[config.mk]
export PLATFORM = sky130hd
export DESIGN_NAME = fifo_write_ctrl_flat
export DESIGN_NICKNAME = d
export VERILOG_FILES = /design/src/rtl/fifo_write_ctrl_if.sv /design/src/rtl/fifo_write_ctrl.sv /design/src/flat_wrapper.sv
export SDC_FILE = /design/constraint.sdc
export NUM_CORES = 1
export LEC_CHECK = 0
export ABC_AREA = 1
export BUFFER_PORTS_ARGS = -buffer_cell sky130_fd_sc_hd__buf_2
export CORE_MARGIN = 4
export CORE_UTILIZATION = 35
export DETAILED_ROUTE_END_ITERATION = 16
export PLACE_DENSITY_LB_ADDON = 0.3
export SLEW_MARGIN = 20
export SYNTH_ARGS = -nofsm -noshare
export SYNTH_HDL_FRONTEND = slang
export SYNTH_SLANG_ARGS = --single-unit
[constraint.sdc]
create_clock -name CLK -period 3.85 [get_ports CLK]
set_clock_uncertainty 0.05 [all_clocks]
set_input_delay 0.9625 -clock CLK [delete_from_list [all_inputs] [get_ports CLK]]
set_output_delay 0.9625 -clock CLK [all_outputs]
set_load 0.03 [all_outputs]
[src/rtl/fifo_write_ctrl_if.sv]
// ----------------------------------------------------------------------------
// fifo_write_ctrl_if
// Purpose : bundles the write-side handshake and status signals of the FIFO
//           write controller.
// Signals : INC          write request from the transmitting device
//           R_PTR        read pointer from the read-side controller
//           CLR_OVF      synchronous clear of OVERFLOW / DROP_CNT
//           W_PTR        registered write pointer (MSB = wrap bit)
//           ADDR_OUT     memory write address
//           WEN          memory write strobe
//           FULL_FLAG    FIFO full
//           ALMOST_FULL  occupancy at or above threshold
//           COUNT        current occupancy
//           OVERFLOW     sticky rejected-write flag
//           DROP_CNT     saturating count of rejected writes
// Modports: master drives requests and observes status; slave is the
//           write controller.
// ----------------------------------------------------------------------------
interface fifo_write_ctrl_if #(
   parameter int WIDTH = 8
);
   logic             INC;
   logic [WIDTH-1:0] R_PTR;
   logic             CLR_OVF;
   logic [WIDTH-1:0] W_PTR;
   logic [WIDTH-2:0] ADDR_OUT;
   logic             WEN;
   logic             FULL_FLAG;
   logic             ALMOST_FULL;
   logic [WIDTH-1:0] COUNT;
   logic             OVERFLOW;
   logic [7:0]       DROP_CNT;

   modport master (
      output INC, R_PTR, CLR_OVF,
      input  W_PTR, ADDR_OUT, WEN, FULL_FLAG, ALMOST_FULL, COUNT, OVERFLOW, DROP_CNT
   );

   modport slave (
      input  INC, R_PTR, CLR_OVF,
      output W_PTR, ADDR_OUT, WEN, FULL_FLAG, ALMOST_FULL, COUNT, OVERFLOW, DROP_CNT
   );
endinterface

[src/rtl/fifo_write_ctrl.sv]
// ----------------------------------------------------------------------------
// fifo_write_ctrl
// Purpose : write-side pointer and flag logic of a synchronous FIFO. Keeps a
//           WIDTH-bit write pointer whose MSB is a wrap bit, derives occupancy,
//           full and almost-full from it and the read pointer, and tracks
//           writes that were rejected because the FIFO was full.
// Ports   : CLK  rising-edge clock
//           RST  asynchronous active-low reset
//           bus  fifo_write_ctrl_if.slave (see interface header)
// Params  : WIDTH      pointer width; DEPTH = 2**(WIDTH-1)
//           AF_THRESH  occupancy at or above which ALMOST_FULL asserts (1..DEPTH)
// ----------------------------------------------------------------------------
module fifo_write_ctrl #(
   parameter int WIDTH     = 8,
   parameter int AF_THRESH = (2 ** (WIDTH - 1)) - 4
) (
   input  logic               CLK,
   input  logic               RST,
   fifo_write_ctrl_if.slave   bus
);

   localparam logic [WIDTH-1:0] AF_THRESH_C = WIDTH'(AF_THRESH);
   localparam logic [WIDTH-1:0] PTR_ONE_C   = {{(WIDTH-1){1'b0}}, 1'b1};

   logic [WIDTH-1:0] w_ptr_r;
   logic [WIDTH-1:0] w_ptr_nxt_s;
   logic [WIDTH-1:0] count_s;
   logic             full_s;
   logic             accept_s;
   logic             reject_s;
   logic             overflow_r;
   logic             overflow_nxt_s;
   logic [7:0]       drop_cnt_r;
   logic [7:0]       drop_cnt_nxt_s;

   // Occupancy, full detection and write acceptance from the current pointers.
   always_comb begin
      count_s  = w_ptr_r - bus.R_PTR;
      // Full: same address, opposite lap. Uses R_PTR as presented this cycle,
      // so a read completing on this edge does not free space until next cycle.
      full_s   = (w_ptr_r[WIDTH-1] != bus.R_PTR[WIDTH-1]) &&
                 (w_ptr_r[WIDTH-2:0] == bus.R_PTR[WIDTH-2:0]);
      // The strobe is held low during reset so no stray write reaches memory.
      accept_s = bus.INC & ~full_s & RST;
      reject_s = bus.INC & full_s;
   end

   // Next-state values for the pointer and the overflow bookkeeping.
   always_comb begin
      w_ptr_nxt_s    = w_ptr_r;
      overflow_nxt_s = overflow_r;
      drop_cnt_nxt_s = drop_cnt_r;

      if (accept_s) begin
         w_ptr_nxt_s = w_ptr_r + PTR_ONE_C;
      end else begin
         w_ptr_nxt_s = w_ptr_r;
      end

      // Clear wins over a rejection landing in the same cycle.
      if (bus.CLR_OVF) begin
         overflow_nxt_s = 1'b0;
         drop_cnt_nxt_s = 8'd0;
      end else if (reject_s) begin
         overflow_nxt_s = 1'b1;
         if (drop_cnt_r != 8'hFF) begin
            drop_cnt_nxt_s = drop_cnt_r + 8'd1;
         end else begin
            drop_cnt_nxt_s = drop_cnt_r;
         end
      end else begin
         overflow_nxt_s = overflow_r;
         drop_cnt_nxt_s = drop_cnt_r;
      end
   end

   // State registers with asynchronous clear.
   always_ff @(posedge CLK or negedge RST) begin
      if (!RST) begin
         w_ptr_r    <= {WIDTH{1'b0}};
         overflow_r <= 1'b0;
         drop_cnt_r <= 8'd0;
      end else begin
         w_ptr_r    <= w_ptr_nxt_s;
         overflow_r <= overflow_nxt_s;
         drop_cnt_r <= drop_cnt_nxt_s;
      end
   end

   // Output mapping.
   assign bus.W_PTR       = w_ptr_r;
   assign bus.ADDR_OUT    = w_ptr_r[WIDTH-2:0];
   assign bus.WEN         = accept_s;
   assign bus.FULL_FLAG   = full_s;
   assign bus.ALMOST_FULL = (count_s >= AF_THRESH_C);
   assign bus.COUNT       = count_s;
   assign bus.OVERFLOW    = overflow_r;
   assign bus.DROP_CNT    = drop_cnt_r;

endmodule

[src/flat_wrapper.sv]
// flat-port wrapper written by rule: the top's interface ports become plain ports
module fifo_write_ctrl_flat 
#(
   parameter int WIDTH     = 8,
   parameter int AF_THRESH = (2 ** (WIDTH - 1)) - 4
)
  (CLK, RST, bus_INC, bus_R_PTR, bus_CLR_OVF, bus_W_PTR, bus_ADDR_OUT, bus_WEN, bus_FULL_FLAG, bus_ALMOST_FULL, bus_COUNT, bus_OVERFLOW, bus_DROP_CNT);
  fifo_write_ctrl_if #(.WIDTH(WIDTH)) bus_i ();
  input  logic CLK;
  input  logic RST;
  input wire logic [$bits(bus_i.INC)-1:0] bus_INC;
  input wire logic [$bits(bus_i.R_PTR)-1:0] bus_R_PTR;
  input wire logic [$bits(bus_i.CLR_OVF)-1:0] bus_CLR_OVF;
  output wire logic [$bits(bus_i.W_PTR)-1:0] bus_W_PTR;
  output wire logic [$bits(bus_i.ADDR_OUT)-1:0] bus_ADDR_OUT;
  output wire logic [$bits(bus_i.WEN)-1:0] bus_WEN;
  output wire logic [$bits(bus_i.FULL_FLAG)-1:0] bus_FULL_FLAG;
  output wire logic [$bits(bus_i.ALMOST_FULL)-1:0] bus_ALMOST_FULL;
  output wire logic [$bits(bus_i.COUNT)-1:0] bus_COUNT;
  output wire logic [$bits(bus_i.OVERFLOW)-1:0] bus_OVERFLOW;
  output wire logic [$bits(bus_i.DROP_CNT)-1:0] bus_DROP_CNT;
  assign bus_i.INC = bus_INC;
  assign bus_i.R_PTR = bus_R_PTR;
  assign bus_i.CLR_OVF = bus_CLR_OVF;
  assign bus_W_PTR = bus_i.W_PTR;
  assign bus_ADDR_OUT = bus_i.ADDR_OUT;
  assign bus_WEN = bus_i.WEN;
  assign bus_FULL_FLAG = bus_i.FULL_FLAG;
  assign bus_ALMOST_FULL = bus_i.ALMOST_FULL;
  assign bus_COUNT = bus_i.COUNT;
  assign bus_OVERFLOW = bus_i.OVERFLOW;
  assign bus_DROP_CNT = bus_i.DROP_CNT;
  fifo_write_ctrl #(.WIDTH(WIDTH), .AF_THRESH(AF_THRESH)) u_core (.CLK(CLK), .RST(RST), .bus(bus_i));
endmodule
# ---- Word-level counts from Yosys, hierarchy flattened
# Cells that the tools add are included.
dict set report classes {
  n_addsub 3
  order_cmp 1
  eq_ne 3
  n_mux 5
  bitwise 4
  reduce_logical 4
}
# op count
set ops {}
lappend ops {{two-way mux 8 bit} 3}
lappend ops {{adder 8 x 1 -> 8 bit, second input constant} 2}
lappend ops {{greater-or-equal comparator 8 x 7 -> 1 bit, second input constant} 1}
lappend ops {{inequality test 8 bit, second input constant} 1}
lappend ops {{subtractor 8 bit} 1}
lappend ops {{== test 7 bit} 1}
lappend ops {{nonzero test 2 bit} 2}
lappend ops {{AND 1 bit} 3}
lappend ops {{two-way mux 1 bit} 2}
lappend ops {{AND reduction 2 bit} 1}
lappend ops {{logical AND 1 bit} 1}
lappend ops {{inequality test 1 bit} 1}
lappend ops {{inverter 1 bit} 1}
dict set report word_totals {
  register_bits 17
  input_bits 12
}

# ---- Longest topological paths before layout
# Gate-level depths: netlist (run 1).
dict set report logic_depth {
  depth_word 5
  ltp_mapped 11
}

# ---- Least setup slack after synthesis (run 1)
# No wires, ideal clock.
dict set report synth_path {
  path_type {input-to-output}
  startpoint {in bus_R_PTR[0]}
  endpoint {out bus_ALMOST_FULL}
  t_arrival_ps 2618
  required_ps 2838
  setup_slack_ps 220
  stages 8
  cell_sequence {ha_1 > inv_1 > fa_1 > xor2_1 > nand3_1 > nor2_1 > nand3_1 > nand2_1}
}
dict set report synth_between {
  elab_chain_cells 2
}
# element line
set synth_lines {}
lappend synth_lines {{from (decl)} flat_wrapper.sv:12} ;# input wire logic [$bits(bus_i.R_PTR)-1:0] bus_R_PTR;
lappend synth_lines {{subtractor 8 bit} fifo_write_ctrl.sv:38} ;# count_s = w_ptr_r - bus.R_PTR;
lappend synth_lines {{named net bus_COUNT[2]} flat_wrapper.sv:19} ;# output wire logic [$bits(bus_i.COUNT)-1:0] bus_COUNT;
lappend synth_lines {{greater-or-equal comparator 8 x 7 -> 1 bit} fifo_write_ctrl.sv:95} ;# assign bus.ALMOST_FULL = (count_s >= AF_THRESH_C);
lappend synth_lines {{to (decl)} flat_wrapper.sv:18} ;# output wire logic [$bits(bus_i.ALMOST_FULL)-1:0] bus_ALMOST_FULL;
# The timed path passes the listed nets, and every way through them passes these cells.

# ---- Worst setup path in the final report (run 1)
dict set report layout_path {
  startpoint {in bus_R_PTR[0]}
  endpoint {out bus_ALMOST_FULL}
}
dict set report layout_between {
  elab_chain_cells 2
}
# element line
set layout_lines {}
lappend layout_lines {{subtractor 8 bit} fifo_write_ctrl.sv:38}
lappend layout_lines {{greater-or-equal comparator 8 x 7 -> 1 bit} fifo_write_ctrl.sv:95}
# No other way between the ends.

==> results of run 1 <==
-- cells in the mapped netlist --
cell / count / area (sq um)
sky130_fd_sc_hd__nand3_1: 22 / 110
sky130_fd_sc_hd__xnor2_1: 7 / 61.3
sky130_fd_sc_hd__buf_4: 8 / 60.1
sky130_fd_sc_hd__fa_1: 1 / 20.0
sky130_fd_sc_hd__xor2_1: 6 / 52.6
sky130_fd_sc_hd__ha_1: 9 / 113
sky130_fd_sc_hd__nand3_4: 1 / 17.5
sky130_fd_sc_hd__clkbuf_1: 1 / 3.75
sky130_fd_sc_hd__inv_1: 28 / 105
sky130_fd_sc_hd__o21ai_0: 2 / 10.0
sky130_fd_sc_hd__clkinv_1: 1 / 3.75
sky130_fd_sc_hd__nand4_1: 5 / 31.3
sky130_fd_sc_hd__nor2_1: 14 / 52.6
sky130_fd_sc_hd__o21a_1: 1 / 7.51
sky130_fd_sc_hd__nor2_2: 2 / 12.5
sky130_fd_sc_hd__nand2_2: 2 / 12.5
sky130_fd_sc_hd__nand2_4: 1 / 11.3
sky130_fd_sc_hd__nand2_1: 71 / 267
sky130_fd_sc_hd__dfrtp_1: 17 / 425
sky130_fd_sc_hd__nor3_1: 3 / 15.0
sky130_fd_sc_hd__a21oi_1: 6 / 30.0
sky130_fd_sc_hd__buf_2: 1 / 5.00
sky130_fd_sc_hd__nand3b_1: 1 / 7.51
sky130_fd_sc_hd__nor2_4: 1 / 11.3
-- layer usage --
metal  vias to the layer above  track usage  wire (microns)
li1                        737            -               -
met5                         -            0               0
met4                         0       0.0438              19
met1                       630        0.188            1560
met3                         2       0.0152             142
met2                        31        0.225            1620
-- layout make-up --
| type | count | area, sq um |
|---|---|---|
| fill | 430 | 2270 |
| multi-input combinational | 155 | 842 |
| sequential | 17 | 425 |
| timing repair buffer | 48 | 245 |
| inverter | 29 | 109 |
| tap | 50 | 62.6 |
| clock buffer | 4 | 45.0 |
-- worst max-delay path: cells and delay by family --
kind	cells	cell delay, ns
fa+ha+maj	2	0.55
buf+inv	3	0.33
simple gates	7	0.49
-- registers in the layout, summed over array words and instances (netlist names) --
register	cells
u_core.bus.DROP_CNT	8
u_core.bus.OVERFLOW	1
u_core.bus.W_PTR	8
-- worst paths after layout --
check / slack, ns / cells after the start / start / to
worst max-delay path: 0.50 / 12 / bus_R_PTR[0] / bus_ALMOST_FULL
worst min-delay path: 0.46 / 2 / u_core.bus.OVERFLOW / u_core.bus.OVERFLOW
worst max register to register: 1.95 / 9 / u_core.bus.W_PTR[2] / u_core.bus.DROP_CNT[7]
worst min register to register: 0.46 / 2 / u_core.bus.OVERFLOW / u_core.bus.OVERFLOW
max in group asynchronous: 2.94 / 2 / RST / u_core.bus.W_PTR[3]
min in group asynchronous: 0.62 / 2 / RST / u_core.bus.DROP_CNT[7]
-- logic make-up (layout without fill, tap and decap cells) --
group | after synthesis | after routing
flip-flops | 17 | 17
XOR/XNOR | 13 | 13
adder cells (fa/ha/maj) | 10 | 10
buffers and inverters | 39 | 81
AND/OR/NAND/NOR | 123 | 123
AO/OA/AOI/OAI | 9 | 9
-- placed cells by master, fill, tap and decap left out, types with 3 or more instances in the layout --
cell type	count
sky130_fd_sc_hd__nand2_1	71
sky130_fd_sc_hd__buf_2	46
sky130_fd_sc_hd__inv_1	28
sky130_fd_sc_hd__nand3_1	22
sky130_fd_sc_hd__dfrtp_1	17
sky130_fd_sc_hd__nor2_1	14
sky130_fd_sc_hd__ha_1	9
sky130_fd_sc_hd__xnor2_1	7
sky130_fd_sc_hd__a21oi_1	6
sky130_fd_sc_hd__xor2_1	6
sky130_fd_sc_hd__nand4_1	5
sky130_fd_sc_hd__nor3_1	3
sky130_fd_sc_hd__clkbuf_8	3
-- power by group through the flow --
stage	logic [mW]	clock network [mW]	registers (mW)
floorplan	0.513	0	0.307
global placement	0.692	0	0.266
detailed placement	0.696	0	0.266
CTS	0.698	0.138	0.263
global route	0.767	0.144	0.273
finish	0.688	0.135	0.264
-- per-stage QoR --
stage | cells | power [mW]
after floorplan | 211 | 0.820
after global placement | 299 | 0.958
after detailed placement | 299 | 0.963
after CTS | 303 | 1.10
after global routing | 303 | 1.18
final | 303 | 1.09
==> impl.org, run 1 <==
** Status
- Status :: finished, final reports clean

** Clock network
- Clock-pin slew was measured on the worst setup and hold paths at 0.07 ns.
- CTS buffer count :: 3
- TritonCTS built the clock tree.
- Cts repair resizes :: 0
- Number of buffers on the longest clock path :: 2
- Postcts setup bufs :: 0
- For this design, the CTS-stage hold fixing added 0 buffers.
- Clock network latency to the later pin of the worst-skew pair :: 0.25 ns
- CTS built an H-tree with a depth of 1.
- The tree is rooted in a sky130_fd_sc_hd__clkbuf_8.
- CTS saw 17 sinks.

** Pwr
- The internal portion of the total power is 0.491 mW.
- Worst voltage drop across the vdd grid :: 286 uV
- Cell Pwr Density :: 629 nW/um^2
- Of the total power, registers draw 0.243.
- Cell leakage power :: 1.02 nW
- Of the total power, the share spent switching nets is 0.549.
- In this run the power spent charging and discharging nets is 0.596 mW.
- Clock power share :: 0.124
- The share of total power dissipated in combinational logic is 0.633.

** Critical path
- Among the stages of the critical path, the cell type that occurs most often is sky130_fd_sc_hd__nand2_1.
- For the worst setup path, the data arrival time is 2.34 ns.
- Among all stages on the critical path, the largest delay is contributed by sky130_fd_sc_hd__fa_1.
- Series of cell instances along the critical path :: buf_2, ha_1, inv_1, fa_1, nand2_1, nand2_1, nand2_1, nand2_1, nor2_1, nand3_1, nand2_1, buf_2
- Worst-path maximum fanout :: 3
- Kind of start point of the critical path :: primary input
- Critical path data required time :: 2.84 ns
- For this run, the slowest stage of the critical path takes 0.43 ns.
- The setup path with the least slack is of type primary input to output pin.
- STA classifies the critical path endpoint as an output pin.

** Cells and area
- Of the cells placed in the final design, the portion with a size suffix greater than 1 is 0.229.
- Ant diodes :: 0
- Measured on the finished design, the core utilization comes to 0.432.
- Layout net count :: 276
- Compared with the post-synthesis result, the final layout area differs by 19.7%.
- The finished cells cover 1730 sq um.

** Timing
- After routing, the total negative slack on setup checks comes to 0 ns.
- Slew at the pin closest to its max-slew limit :: 0.376 ns
- Timing would allow up to 299 MHz.
- The number of hold violations in the final report was 0.
- Unrepaired setup endpoints after global routing :: false
- Period utilization :: 0.870
- The count of final max-slew check failures is 0.
- Final-report setup violation count :: 0
- After layout, the minimum clock period comes to 3.35 ns.
- After layout, the worst setup slack is 0.502 ns.
- Hold slack final :: 0.458 ns
- The worst pin sits at a relative slew slack of 0.749.

** Drt
- In the routed design, unresolved DRC markers number 0.
- Overall via count from detail_route :: 1400
- Drt first pass iters :: 4
- Once detail routing completed, the nets flagged for antenna violations numbered 0.
- Average detailed-routed wire length per instance :: 11.0 microns
- After detailed routing, the total wire length is 3340 microns.
- In this run, the number of DRC markers left after iteration 0 of detailed routing was 50.
- Via density :: 4.62

** Logic synthesis
- Counting every instance in the synthesized netlist gives 211.
- Adder-cell share of the synthesized area :: 0.0918
- Synth Area in Simple Gates :: 0.379
- The fraction of the mapped netlist area in compound gates was 0.0329.
- Counting every net in the synthesized netlist gives 233.
- Synth Cell Area :: 1450 sq um
- Seq cells post-synth :: 17
- Number of distinct library cells after synthesis :: 24
- Sequential-to-total area share from yosys stat :: 0.294
- Each instance of the synthesized netlist takes up on average 6.85 sq um.
- Multiplexer fraction of the synthesized cell area :: 0
- Post-synthesis share of cell area spent on xor and xnor gates :: 0.0788
- For this run, the number of Yosys warnings is 0.
- Combinational family with the most area after synthesis :: simple AND/OR/NAND/NOR gates

** Global routing
- Pin count of the biggest net entering global routing :: 18
- The number of global-route vias before repair is 1312.
- The first global-routing pass estimated 5840 microns of wire.
- Overall routing resource usage :: 0.137
- Summed over all layers, the global routing overflow is 0.
- Initial antenna violation count :: 0

** Floorplan
- The floorplan step defined a die boundary enclosing 5220 sq um.
- In this run the standard cell core region covers 4000 sq um.
- For this configuration, the core starts out at a cell density of 0.361.
- Die X :: 72.3 microns
- The die is 72.3 microns tall.
- In this run the core area contains 23 standard-cell rows.
- During I/O placement, the number of pins put on the boundary was 47.

** Place
- Cell Area, Placed :: 1680 sq um
- At the end of routability-driven placement, the weighted congestion stood at 0.812.
- Hpwl dp :: 2650 microns
- Setup slack after placement :: 0.490 ns
- During placement, the flow inserted port buffers numbering 46.

** Hold path
- The tightest min-delay check is of the flip-flop to flip-flop type.

** Flow run
- Max cap viols :: 0
Power figures use the tool's default switching activity.
==> run 2: changes to the inputs <==
--- a/config.mk
+++ b/config.mk
@@ -8,9 +8,10 @@
 export ABC_AREA = 1
 export BUFFER_PORTS_ARGS = -buffer_cell sky130_fd_sc_hd__buf_2
 export CORE_MARGIN = 4
-export CORE_UTILIZATION = 35
+export CORE_UTILIZATION = 40
 export DETAILED_ROUTE_END_ITERATION = 16
 export PLACE_DENSITY_LB_ADDON = 0.3
+export REMOVE_ABC_BUFFERS = 1
 export SLEW_MARGIN = 20
 export SYNTH_ARGS = -nofsm -noshare
 export SYNTH_HDL_FRONTEND = slang
==> impl.org, run 2 (synthesis gave the netlist of run 1 again) <==
** Timing
- The number of setup violations in the final report was 0 (unchanged).
- Period utilization :: 0.872 (+0.00183)
- The final-layout worst hold slack was 0.450 ns (-0.00871 ns).
- The count of final max-slew check failures came to 0 (unchanged).
- The transition time at the pin with the least slew margin was 0.385 ns (+0.00885 ns).
- Max-slew headroom at the worst pin :: 0.743 (-0.00591)
- The maximum achievable frequency came to 298 MHz (-0.21%).
- The number of hold violations in the final report came to 0 (unchanged).
- Post-route setup TNS :: 0 ns (unchanged)
- Minimum period implied by the final worst setup slack :: 3.36 ns (+0.00704 ns)
- Setup repair after global routing left no endpoint under its margin.

** Drt
- The count of routing violations after the opening detailed-route iteration is 71 (+42%).
- The detailed-route vias per instance is 4.62 (about the same).
- The post-detailed-routing wire length came to 3190 microns (-4.5%).
- Met2 wirelength from detailed routing :: 1440 microns (-11%)
- Antenna violation net count after detailed routing :: 0 (unchanged)
- Average detailed-routed wire length per instance :: 10.7 microns (-3.2%)
- Drt first pass iters :: 4 (unchanged)
- The number of remaining DRC errors was 0 (unchanged).
- Overall via count from detail_route :: 1381 (-1.4%)
- The met3 wirelength from detailed routing came to 175 microns (+23%).
- After detailed routing, no signal wire sits above met4.
- Met1 routed wirelength after detailed routing :: 1540 microns (-1.0%)

** Clock network
- The largest buffer count on any clock path is 2 (unchanged).
- Clock tree from TritonCTS :: yes
- The number of clock sinks was 17 (unchanged).
- The total clock buffers created by CTS came to 3 (unchanged).
- The number of setup buffers added after CTS is 0 (unchanged).
- Clock root buffer master :: sky130_fd_sc_hd__clkbuf_4
- Clock slew at the register clock pins of the worst setup and hold paths :: 0.11 ns (+0.04 ns)
- Clock network latency to the later pin of the worst-skew pair :: 0.29 ns (+0.04 ns)
- The number of hold buffers added after cts came to 0 (unchanged).
- Number of H-tree branching levels :: 1 (unchanged)
- Cts repair resizes :: 0 (unchanged)

** Place
- Count of input and output buffers :: 46 (unchanged)
- The routability-driven placement congestion ratio is 0.821 (+1.1%).
- The detailed-placement wirelength estimate came to 2590 microns (-2.5%).

** Pwr
- The worst ir drop on vdd came to 374 uV (+31%).
- Cell leakage power :: 1.01 nW (-0.49%)
- Cell Pwr Density :: 613 nW/um^2 (-2.4%)

** Global routing
- Number of global-route vias before repair :: 1177 (-10%)
- The number of antenna violations at the first check in global routing came to 0 (unchanged).
- The sum of overflow across all layers after global routing was 0 (unchanged).
- The overall global routing resource usage was 0.147 (+0.00940).
- Pin count of the biggest net entering global routing :: 18 (unchanged)
- Global-route wire length before repair :: 5280 microns (-9.6%)

** Floorplan
- The number of primary I/O pins is 47 (unchanged).
- The cell row count is 21 (-8.7%).
- The placeable core area is 3420 sq um (-15%).
- The initial core utilization was 0.423 (+0.0618).
- Die extent in y :: 68.1 microns (-5.7%)
- Die X :: 68.1 microns (-5.7%)
- Floorplan die area :: 4640 sq um (-11%)

** Cells and area
- Fraction of layout cells with a size suffix above 1 :: 0.233 (+0.00395)
- The library cell used most frequently in the layout, excluding fill and tap cells, is sky130_fd_sc_hd__nand2_1.
- In the layout the commonest cells are sky130_fd_sc_hd__nand2_1 (71), sky130_fd_sc_hd__buf_2 (46), sky130_fd_sc_hd__inv_1 (28), sky130_fd_sc_hd__nand3_1 (22), sky130_fd_sc_hd__dfrtp_1 (17).
- Layout net count :: 276 (unchanged)
- Layout Area Growth over Synthesis :: 18.1%
- The filler cell count in the final layout is 386 (-10%).
- The number of antenna diodes was 0 (unchanged).

** Critical path
- Worst-path maximum fanout :: 3 (unchanged)
- Worst path buffer plus inverter count :: 3 (unchanged)
- Among all stages on the critical path, the largest delay is contributed by sky130_fd_sc_hd__fa_1.
- In this run the worst setup path terminates at bus_ALMOST_FULL.
- The logic depth of the worst register-to-register path was 9 (unchanged).
- R2r endpoint :: u_core.bus.DROP_CNT[7]
- The required time reported for the critical path endpoint came to 2.84 ns (about the same).
- The setup slack of the worst register-to-register path came to 1.98 ns (+0.03 ns).
- The startpoint identified for the worst register-to-register timing path is u_core.bus.W_PTR[2].
- Critical path startpoint :: bus_R_PTR[0]
- The cell family contributing the most delay on the critical path is adder cells.
- STA classifies the critical path endpoint as an output pin.
- The critical path depth in cells was 10 (-2).
- The worst setup path is of the primary input to output pin kind.
- Series of cell instances along the critical path :: buf_2, ha_1, inv_1, fa_1, xor2_1, nand3_1, nor2_1, nand3_1, nand2_1, buf_2
- Arrival time worst endpoint :: 2.34 ns (about the same)
- Kind of start point of the critical path :: primary input
- The maximum single-stage delay on the critical path was 0.42 ns (about the same).

** Flow run
- Max cap viols :: 0 (unchanged)

** Status
- The run finished with clean final reports.

** Hold path
- The tightest min-delay check is of the flip-flop to flip-flop type.
## run 2: worst min-delay path, delay by kind of cell, from the launching register on
| kind | cells | cell delay [ns] |
|---|---|---|
| and+or+nand+nor | 1 | 0.07 |
| AOI/OAI and AO/OA | 1 | 0.04 |
| DFF | 1 | 0.36 |
## run 2: worst min-delay path by stage
stage,slack (ns),cells past startpoint,from,end
global route,0.51,2,u_core.bus.OVERFLOW,u_core.bus.OVERFLOW
floorplan,0.61,2,u_core.bus.OVERFLOW,u_core.bus.OVERFLOW
CTS,0.46,2,u_core.bus.OVERFLOW,u_core.bus.OVERFLOW
detailed placement,0.43,2,u_core.bus.OVERFLOW,u_core.bus.OVERFLOW
finish,0.45,2,u_core.bus.OVERFLOW,u_core.bus.OVERFLOW
global placement,0.42,2,u_core.bus.OVERFLOW,u_core.bus.OVERFLOW
## run 2: cell type report
cell class                 instances  area (sq um)  area share
inverter                          29           109      0.0638
timing repair buffer              48           245       0.144
tap                               46          57.6      0.0337
clock inverter                     1          5.00     0.00293
multi-input combinational        155           842       0.493
sequential                        17           425       0.249
clock buffer                       3          22.5      0.0132
## run 2: stage by stage
stage	setup slack (ns)	util	area [sq um]	total power, mW	cells
finish	0.495	0.500	1710	1.05	299
global route	0.344	0.500	1710	1.14	299
CTS	0.485	0.500	1710	1.06	299
detailed placement	0.485	0.492	1680	0.958	295
global placement	0.514	0.492	1680	0.953	295
floorplan	0.220	-	1380	0.779	201
## run 2: metal layers
metal  up-vias  track usage
met2        32        0.227
met1       601        0.210
met3         4       0.0197
met5         -            0
met4         0       0.0447
li1        744            -
## run 2: power breakdown
| part | internal (mW) | switching, mW | leakage (nW) | total, mW |
|---|---|---|---|---|
| clock | 0.0386 | 0.0584 | 0.0177 | 0.0970 |
| sequential | 0.205 | 0.0538 | 0.231 | 0.259 |
| combinational | 0.212 | 0.478 | 0.766 | 0.691 |
==> run 3: changes to the inputs <==
--- a/config.mk
+++ b/config.mk
@@ -5,7 +5,7 @@
 export SDC_FILE = /design/constraint.sdc
 export NUM_CORES = 1
 export LEC_CHECK = 0
-export ABC_AREA = 1
+export ABC_AREA = 0
 export BUFFER_PORTS_ARGS = -buffer_cell sky130_fd_sc_hd__buf_2
 export CORE_MARGIN = 4
 export CORE_UTILIZATION = 40
==> impl.org, run 3 <==
** Status
- The run finished with clean final reports.

** Drt
- Overall via count from detail_route :: 1041 (-25%)
- Antenna violation net count after detailed routing :: 0 (unchanged)
- The post-detailed-routing wire length came to 2650 microns (-17%).
- The detail-routed net length per standard cell came to 13.4 microns (+26%).
- Violation count after the first detailed-route iteration :: 35 (-51%)
- The detailed-route vias per instance is 5.26 (+14%).
- DRC viols :: 0 (unchanged)
- The length of the first detailed-routing pass in iterations is 4 (unchanged).

** Logic synthesis
- Top cells by area in the synthesized netlist :: sky130_fd_sc_hd__dfrtp_1 (36%), sky130_fd_sc_hd__xnor2_1 (10%), sky130_fd_sc_hd__ha_1 (9.5%), sky130_fd_sc_hd__buf_4 (5.1%), sky130_fd_sc_hd__inv_1 (4.1%)
- The flip-flop and latch count after synthesis came to 17 (unchanged).
- Among all cell types in the netlist, the one instantiated most often is sky130_fd_sc_hd__dfrtp_1.
- The post-synthesis instance total came to 124 (-41%).
- The post-synthesis average cell area came to 9.56 sq um (+40%).
- Synth Cell Area :: 1180 sq um (-18%)
- Number of distinct library cells after synthesis :: 27 (+13%)
- The share of Yosys cell area claimed by the top area cell type came to 0.359 (+0.0647).
- The largest total area in the synthesized netlist belongs to sky130_fd_sc_hd__dfrtp_1.
- In the synthesized netlist the dominant register cell turns out to be sky130_fd_sc_hd__dfrtp_1.
- EDFF count, synth :: 0 (unchanged)
- Post-synth top cells :: sky130_fd_sc_hd__dfrtp_1 (17), sky130_fd_sc_hd__xnor2_1 (14), sky130_fd_sc_hd__inv_1 (13), sky130_fd_sc_hd__a21oi_1 (9), sky130_fd_sc_hd__ha_1 (9)
- Sequential-to-total area share from yosys stat :: 0.359 (+0.0647)
- The post-synthesis async set-or-reset flop share is 1.00 (unchanged).
- The count of yosys warnings during synthesis was 0 (unchanged).

** Timing
- Period utilization :: 0.965 (+0.0938)
- Final-report setup violation count :: 0 (unchanged)
- The number of hold violations in the final report came to 0 (unchanged).
- Unrepaired setup endpoints after global routing :: false
- Post-route setup TNS :: 0 ns (unchanged)
- The final-layout worst hold slack is 0.465 ns (+0.0151 ns).
- The count of final max-slew check failures was 0 (unchanged).
- Setup slack of the critical path after layout :: 0.134 ns (-0.361 ns)
- The clock period minus final worst setup slack was 3.72 ns (+0.361 ns).
- The transition time at the pin with the least slew margin came to 0.317 ns (-0.0674 ns).
- Fmax :: 269 MHz (-9.7%)
- Max-slew headroom at the worst pin :: 0.788 (+0.0442)

** Clock network
- The number of setup buffers added after CTS is 0 (unchanged).
- Clock slew at the register clock pins of the worst setup and hold paths :: 0.09 ns (-0.02 ns)
- The cell sitting at the root of the clock tree is a sky130_fd_sc_hd__clkbuf_4.
- # clock sinks :: 17 (unchanged)
- Number of H-tree branching levels :: 1 (unchanged)
- Post-CTS Hold Buffers :: 0 (unchanged)
- The insertion delay of the later-clocked pin in the worst-skew pair was 0.28 ns (about the same).
- The total clock buffers created by CTS was 3 (unchanged).
- The largest buffer count on any clock path was 2 (unchanged).
- TritonCTS built the clock tree.

** Cells and area
- Relative to the synthesized area, the layout overhead comes to 22.3%.
- Count of non-filler cells in the finished layout :: 198 (-34%)
- The area of all sequential standard cells was 425 sq um (unchanged).
- Most frequent cells in the layout :: sky130_fd_sc_hd__buf_2 (45), sky130_fd_sc_hd__dfrtp_1 (17), sky130_fd_sc_hd__inv_1 (13), sky130_fd_sc_hd__xnor2_1 (13), sky130_fd_sc_hd__ha_1 (9)
- Layout Utilization :: 0.517 (+0.0169)
- Ant diodes :: 0 (unchanged)
- The post-layout net count is 190 (-31%).
- The filler cell count in the final layout is 261 (-32%).
- Area of the multi-input gates :: 668 sq um (-21%)
- The proportion of layout cells with a drive suffix above 1 is 0.371 (+0.138).
- The library cell used most frequently in the layout, excluding fill and tap cells, is sky130_fd_sc_hd__buf_2.

** Place
- Routability congestion estimate from global placement :: 0.930 (+13%)
- The cell total after placement is 194 (-34%).
- The detailed-placement wirelength estimate came to 2160 microns (-17%).
- The total of buffers placed on input and output ports was 46 (unchanged).
- The pre-CTS setup slack was -0.0684 ns (-0.554 ns).

** Floorplan
- The die outline area came to 3900 sq um (-16%).
- Die extent in y :: 62.4 microns (-8.3%)
- CORE AREA :: 2810 sq um (-18%)
- The initial core utilization was 0.422 (-0.000686).
- Die X :: 62.4 microns (-8.3%)
- The cell row count came to 19 (-9.5%).
- IO Pins :: 47 (unchanged)

** Global routing
- Pin count of the biggest net entering global routing :: 18 (unchanged)
- Initial antenna violation count :: 0 (unchanged)
- Global-route wire length before repair :: 4490 microns (-15%)
- Overall routing resource usage :: 0.140 (-0.00633)
- The number of global-route vias before repair is 1009 (-14%).
- The sum of overflow across all layers after global routing is 0 (unchanged).

** Pwr
- The power per cell area was 747 nW/um^2 (+22%).
- The worst ir drop on vdd was 191 uV (-49%).
- The cell leakage power came to 0.779 nW (-23%).

** Critical path
- R2r endpoint :: u_core.bus.DROP_CNT[4]
- Worst path buffer plus inverter count :: 3 (unchanged)
- Worst reg2reg startpoint :: u_core.bus.W_PTR[3]
- Arrival time worst endpoint :: 2.70 ns (+0.36 ns)
- The logic depth of the worst register-to-register path was 6 (-3).
- On the critical path, the stage with the largest delay is an instance of sky130_fd_sc_hd__fa_2.
- The worst setup path is captured at an output pin.
- Delay-heaviest family, CP :: compound AO/OA/AOI/OAI gates
- STA classifies the critical path startpoint as a primary input.
- Critical path start-end classification :: primary input to output pin
- Worst-path maximum fanout :: 3 (unchanged)
- Series of cell instances along the critical path :: buf_2, ha_1, inv_1, fa_2, a21o_1, a21oi_2, o21bai_1, a21oi_2, xnor2_2, a31o_2, buf_4
- The required time reported for the critical path endpoint was 2.84 ns (about the same).
- By instance count, the cell type seen most on the critical path is sky130_fd_sc_hd__a21oi_2.
- The maximum single-stage delay on the critical path is 0.36 ns (-0.06 ns).
- Slack of the worst reg-to-reg path :: 1.55 ns (-0.43 ns)

** Flow run
- The number of max-cap violations was 0 (unchanged).

** Hold path
- The cell count of the worst hold path came to 2 (unchanged).
- The path with the worst hold slack has its endpoint at u_core.bus.OVERFLOW.
- Tightest Hold Check Type :: flip-flop to flip-flop
- The worst hold path begins at u_core.bus.OVERFLOW.
==> run 3: cell types whose count changed after synthesis, moves of 3 or more <==
cell	previous run	this run
sky130_fd_sc_hd__nand2_1	71	6
sky130_fd_sc_hd__nand3_1	22	5
sky130_fd_sc_hd__inv_1	28	13
sky130_fd_sc_hd__xnor2_1	7	14
sky130_fd_sc_hd__nor2_1	14	8
sky130_fd_sc_hd__a21o_1	0	3
sky130_fd_sc_hd__a21oi_1	6	9
sky130_fd_sc_hd__and3_1	0	3
==> run 3: layer usage <==
layer | global-route usage | wire length, microns
met3 | 0.0324 | 223
met4 | 0.0689 | 64
met5 | 0 | 0
met1 | 0.164 | 1080
met2 | 0.240 | 1280
==> run 3: worst max-delay path by stage <==
stage                            start              end  slack [ns]  cells after the start
after floorplan           bus_R_PTR[0]  bus_ALMOST_FULL       -0.02                      9
after global placement    bus_R_PTR[0]  bus_ALMOST_FULL        0.06                     11
after detailed placement  bus_R_PTR[0]  bus_ALMOST_FULL       -0.07                     11
after CTS                 bus_R_PTR[0]  bus_ALMOST_FULL        0.03                     11
after global routing      bus_R_PTR[0]  bus_ALMOST_FULL        0.03                     11
final                     bus_R_PTR[0]  bus_ALMOST_FULL        0.13                     11
==> run 3: report_power, final <==
group / total, mW / internal (mW) / switching [mW]
Sequential: 0.259 / 0.208 / 0.0509
Combinational: 0.732 / 0.244 / 0.488
Clock: 0.0922 / 0.0385 / 0.0537
Total: 1.08 / 0.490 / 0.592
==> run 3: through the flow <==
step | power, mW | cell area (sq um)
6_report | 1.08 | 1450
5_1_grt | 1.15 | 1450
4_1_cts | 1.08 | 1440
3_5_place_dp | 0.979 | 1400
3_3_place_gp | 0.960 | 1400
2_1_floorplan | 0.786 | 1120
==> run 3: cells by family after synthesis <==
| group | after synthesis | synth area share |
|---|---|---|
| flops | 17 | 0.359 |
| simple gates | 35 | 0.163 |
| xor+xnor | 19 | 0.140 |
| compound gates | 20 | 0.116 |
| buf+inv | 21 | 0.0919 |
| mux | 2 | 0.0180 |
| fa+ha+maj | 10 | 0.112 |
==> run 3: timing repair <==
action	4_1_cts	5_1_grt
gates resized for setup	2	3
endpoints found under the setup margin	1	2
pin swaps	0	2
==> run 3: layout make-up <==
cell class | count | share of cell area
multi-input combinational | 86 | 0.461
sequential | 17 | 0.294
timing repair buffer | 47 | 0.166
inverter | 13 | 0.0337
tap | 31 | 0.0268
clock buffer | 3 | 0.0155
clock inverter | 1 | 0.00345
==> run 3: worst register-to-register path: cells and delay by family (launching register included) <==
kind	cells	cell delay (ns)
AND/OR/NAND/NOR	3	0.92
flip-flops	1	0.46
adder cells (fa/ha/maj)	1	0.43
AO/OA/AOI/OAI	2	0.35
